File: src/rtl/quantum_preempt_ctrl.sv
`default_nettype none
// ============================================================================
// Module      : quantum_preempt_ctrl
// Description : Instruction-quantum preemption controller. Counts retired
//               user instructions, traps to the OS context-switch entry when
//               the programmable quantum expires or the process exits, holds
//               OS mode until the OS reports completion, then redirects fetch
//               to the OS-selected resume PC. Sits between the PC register
//               and the fetch mux.
// Ports       : clock, reset       - clock, synchronous active-high reset
//               instr_valid        - one user instruction retires this cycle
//               end_proc           - process executed its exit instruction
//               preempt_en         - enable quantum-based preemption
//               quantum_we/in      - quantum register write strobe / value
//               so_done, resume_pc - OS finished; PC to resume user mode at
//               pc_curr            - current PC from the PC register
//               pc_new             - next PC for the fetch mux (combinational)
//               pc_override        - PC register must load pc_new
//               enable_so          - high while in TRAP or KERNEL
//               saved_pc           - PC captured at the last trap
//               trap_cause         - bit0 quantum expired, bit1 end_proc
//               instr_count        - instructions retired in current slice
// Revision    : 1.0 - initial release
// ============================================================================
module quantum_preempt_ctrl #(
    parameter int DATA_WIDTH      = 32,
    parameter int CNT_WIDTH       = 8,
    parameter int DEFAULT_QUANTUM = 10,
    parameter int SO_ENTRY        = 17
) (
    input  logic                  clock,
    input  logic                  reset,
    input  logic                  instr_valid,
    input  logic                  end_proc,
    input  logic                  preempt_en,
    input  logic                  quantum_we,
    input  logic [CNT_WIDTH-1:0]  quantum_in,
    input  logic                  so_done,
    input  logic [DATA_WIDTH-1:0] resume_pc,
    input  logic [DATA_WIDTH-1:0] pc_curr,
    output logic [DATA_WIDTH-1:0] pc_new,
    output logic                  pc_override,
    output logic                  enable_so,
    output logic [DATA_WIDTH-1:0] saved_pc,
    output logic [1:0]            trap_cause,
    output logic [CNT_WIDTH-1:0]  instr_count
);

    localparam logic [1:0] c_st_user   = 2'd0;
    localparam logic [1:0] c_st_trap   = 2'd1;
    localparam logic [1:0] c_st_kernel = 2'd2;

    localparam logic [CNT_WIDTH-1:0]  c_cnt_max      = {CNT_WIDTH{1'b1}};
    localparam logic [CNT_WIDTH-1:0]  c_quantum_rst  = CNT_WIDTH'(DEFAULT_QUANTUM);
    localparam logic [DATA_WIDTH-1:0] c_so_entry     = DATA_WIDTH'(SO_ENTRY);
    localparam logic [CNT_WIDTH:0]    c_one_wide     = (CNT_WIDTH+1)'(1);

    logic [1:0]            r_state;
    logic [1:0]            w_next_state;
    logic [CNT_WIDTH-1:0]  r_count;
    logic [CNT_WIDTH-1:0]  r_quantum;
    logic [DATA_WIDTH-1:0] r_saved_pc;
    logic [1:0]            r_trap_cause;
    logic                  r_enable_so;
    logic                  w_q_hit;
    logic                  w_trap;

    // Compare one bit wider than the counter so a saturated count plus the
    // retiring instruction cannot wrap below the quantum.
    assign w_q_hit = preempt_en & instr_valid & (r_quantum != '0) &
                     (({1'b0, r_count} + c_one_wide) >= {1'b0, r_quantum});
    assign w_trap  = w_q_hit | end_proc;

    // State register
    always_ff @(posedge clock) begin
        if (reset) begin
            r_state <= c_st_user;
        end else begin
            r_state <= w_next_state;
        end
    end

    // Next-state and fetch redirect
    always_comb begin
        w_next_state = r_state;
        pc_override  = 1'b0;
        pc_new       = pc_curr;
        if (!reset) begin
            case (r_state)
                c_st_user: begin
                    if (w_trap) begin
                        w_next_state = c_st_trap;
                    end
                end
                c_st_trap: begin
                    pc_override  = 1'b1;
                    pc_new       = c_so_entry;
                    w_next_state = c_st_kernel;
                end
                c_st_kernel: begin
                    if (so_done) begin
                        pc_override  = 1'b1;
                        pc_new       = resume_pc;
                        w_next_state = c_st_user;
                    end
                end
                default: begin
                    w_next_state = c_st_user;
                end
            endcase
        end
    end

    // Datapath registers
    always_ff @(posedge clock) begin
        if (reset) begin
            r_count      <= '0;
            r_quantum    <= c_quantum_rst;
            r_saved_pc   <= '0;
            r_trap_cause <= 2'b00;
            r_enable_so  <= 1'b0;
        end else begin
            // The trap decision this cycle already used the old quantum.
            if (quantum_we) begin
                r_quantum <= quantum_in;
            end
            r_enable_so <= (w_next_state != c_st_user);
            case (r_state)
                c_st_user: begin
                    if (w_trap) begin
                        r_saved_pc   <= pc_curr;
                        r_count      <= '0;
                        r_trap_cause <= {end_proc, w_q_hit};
                    end else if (instr_valid && (r_count != c_cnt_max)) begin
                        r_count <= r_count + 1'b1;
                    end
                end
                c_st_kernel: begin
                    r_count <= '0;
                    if (so_done) begin
                        r_trap_cause <= 2'b00;
                    end
                end
                default: begin
                    r_count <= '0;
                end
            endcase
        end
    end

    assign enable_so   = r_enable_so;
    assign saved_pc    = r_saved_pc;
    assign trap_cause  = r_trap_cause;
    assign instr_count = r_count;

endmodule
`default_nettype wire

File: config.mk
export PLATFORM = sky130hd
export DESIGN_NAME = quantum_preempt_ctrl
export DESIGN_NICKNAME = d
export VERILOG_FILES = /design/src/rtl/quantum_preempt_ctrl.sv
export SDC_FILE = /design/constraint.sdc
export NUM_CORES = 1
export LEC_CHECK = 0
export ABC_AREA = 1
export CORE_ASPECT_RATIO = 0.75
export CORE_MARGIN = 1
export CORE_UTILIZATION = 39
export CTS_CLUSTER_DIAMETER = 200
export CTS_CLUSTER_SIZE = 10
export DETAILED_ROUTE_END_ITERATION = 16
export GPL_TIMING_DRIVEN = 1
export PLACE_DENSITY = 0.8
export SLEW_MARGIN = 5
export SYNTH_ARGS = -nofsm -noshare
export SYNTH_HDL_FRONTEND = slang
export SYNTH_SLANG_ARGS = --single-unit
File: constraint.sdc
create_clock -name clock -period 3 [get_ports clock]
set_input_delay 0.6 -clock clock [delete_from_list [all_inputs] [get_ports clock]]
set_output_delay 0.6 -clock clock [all_outputs]
set_load 0.02 [all_outputs]
==> flow_metrics.tcl <==
set metrics [dict create \
    cts_root_buffer "clkbuf_8" \
    grt-ovfl-total 0 \
    die_w_um 101 \
    required_ns 2.40 \
    dieArea_um2 7700 \
    finClkSkew_ns 0.00393 \
    ir_drop_v 0.000295 \
    via_per_inst 4.88 \
    yosysTopAreaCellShare 0.370 \
    grtUsageTotal 0.237 \
    start_util 0.412 \
    startpoint_type "input port" \
    crit_start "reset" \
    clock_tree.buffer_depth 2 \
    post_cts_buffers 0 \
    io_buffers 154 \
    outcome "complete, no violations" \
    fin_util 0.672 \
    clockPowerShare 0.217 \
    crit_type "input port to output pin" \
    hold_violations 0 \
    powerDensity_nw_per_um2 497 \
    antenna_cells 0 \
    ys_top_cells_by_area "dfxtp_1 (37%), o21ai_0 (17%), nor2_1 (11%)" \
    p_leak_nw 2.21 \
    area_delta_synth_final_pct 63.2 \
    finalSetupViolations 0 \
    wl_per_cell_um 13.5 \
    hpwl_um 6950 \
    num_rows 26 \
    timing.rr.start "instr_count[0]$_SDFFE_PP0P_" \
    cts_buffers 5 \
    syn_nets 515 \
    clock_latency_ns 0.30 \
    syn_area_um2 2870 \
    gp_congestion 0.894 \
    drive_above_1_share 0.0472 \
    drc_errors 0 \
    fp.coreArea_um2 6960 \
    layout_common_cells "clkdlybuf4s50_1 (135), o21ai_0 (97), nor2_1 (83)" \
    die_h_um 76.3 \
    yosysWarnings 0 \
    yosysUniqueCellTypes 24 \
    dr.pass1.iters 5 \
    max_cap_viol_count 0 \
    switching_power_mw 0.811 \
    io_pins 155 \
    drt-total-wl_um 9040 \
    via_count 3267 \
    antenna_left 0 \
    max_freq_mhz 346 \
    switching_share 0.349 \
    path_clk_slew_ns 0.09 \
    grt_max_degree 35 \
    drv_slew 0 \
    hold_buffers 0 \
    post-route-period-util 0.964 \
    post_cts_resized 0 \
    postSynthAreaPerCell_um2 6.78 \
    syn-instance-count 423 \
    cp_max_fo 32 \
    cp.arrival_ns 2.29 \
    min_period_ns 2.89 \
    slew_headroom 0.688 \
    clkSinkCount 53 \
    pwr-share-comb 0.421 \
    power.share.sequential 0.363 \
    ys_ff_latch 53 \
    final_common_cell "clkdlybuf4s50_1" \
    antenna_found_initial 0 \
    cp-end-kind "output pin" \
    nets 663 \
    hold_start "saved_pc[15]$_SDFFE_PP0P_" \
    tightest_slew_ns 0.467 \
    grt_first_pass_wirelength_um 14600 \
    grt_setup_unrepaired "true" \
    drtIter0Drc 113 \
    ys_seq_area_frac 0.370 \
    fin_tns_setup_ns 0 \
    htreeDepth 2 \
    fill_cells 602 \
    p_int_mw 1.51 \
    hp-class "flop to flop" \
    yosysTopAreaCell "dfxtp_1" \
    grt_pass1_vias 3065 \
    cts_tree "built" \
]
-- per-layer routing --
layer | up-vias | global-route usage | part of all wire
li1 | 1653 | - | -
met1 | 1468 | 0.305 | 0.44
met2 | 120 | 0.392 | 0.46
met3 | 26 | 0.0431 | 0.061
met4 | 0 | 0.0942 | 0.035
met5 | - | 0 | 0
-- power by group through the flow --
stage	clock network [mW]	logic (mW)	registers [mW]
after global placement	0	0.952	0.853
after detailed placement	0	0.964	0.859
after CTS	0.514	0.968	0.843
final	0.503	0.978	0.843
after floorplan	0	0.420	0.949
after global routing	0.549	1.07	0.856
-- logic make-up (layout without fill, tap and decap cells) --
kind of cell,after synthesis,count (layout),synth area share
AOI/OAI and AO/OA,129,129,0.227
xor gates and xnor gates,4,4,0.0122
adders and majority gates,13,13,0.0567
buffers and inverters,84,232,0.127
DFF,53,53,0.370
and+or+nand+nor,140,141,0.207
-- through the flow --
| step | cells | worst slack [ns] | hold slack (ns) | total power, mW | area [um^2] |
|---|---|---|---|---|---|
| after floorplan | 423 | 0.563 | 0.454 | 1.37 | 2870 |
| after global placement | 661 | 0.0528 | 0.464 | 1.80 | 4480 |
| after detailed placement | 661 | 0.0533 | 0.471 | 1.82 | 4480 |
| after CTS | 669 | 0.0498 | 0.492 | 2.33 | 4600 |
| after global routing | 670 | -0.0547 | 0.514 | 2.47 | 4680 |
| final | 670 | 0.107 | 0.488 | 2.32 | 4680 |
-- flip-flops by register name, indices dropped and copies added (netlist names) --
signal       cells
enable_so        1
trap_cause       2
r_state          2
instr_count      8
r_quantum        8
saved_pc        32
-- final timing paths --
path	cells after the start	slack, ns	to
max	7	0.11	pc_new[29]
min reg2reg	2	0.49	saved_pc[15]$_SDFFE_PP0P_
min	2	0.49	saved_pc[15]$_SDFFE_PP0P_
max reg2reg	18	0.34	saved_pc[17]$_SDFFE_PP0P_
-- critical path, stage by stage --
cell,delay (ns)
clkdlybuf4s50_1,0.49
inv_2,0.07
nand2_1,0.12
buf_12,0.18
o21ai_0,0.11
o21ai_0,0.08
clkdlybuf4s50_1,0.63
-- cell usage after synthesis --
cell	n
nand3_1	5
clkbuf_1	14
nand3_2	1
buf_6	6
nor2_1	84
nor3_4	1
nor2_2	2
nand2_1	38
inv_1	62
o21bai_1	1
nand4_1	2
dfxtp_1	53
xor2_1	4
o21ai_0	97
nand2_2	1
inv_6	1
inv_2	1
nand2_4	3
a21oi_1	20
o21a_1	1
nor4_1	2
o21ai_1	10
ha_1	13
or2_2	1
-- area by class of cell --
class,instances,area [um^2],share of cell area
timing repair buffer,160,1660,0.355
multi-input combinational,287,1460,0.313
sequential,53,1060,0.227
inverter,64,253,0.0540
tap,98,123,0.0262
clock buffer,6,82.6,0.0176
clock inverter,2,37.5,0.00802
(Power assumes the default switching activity.)
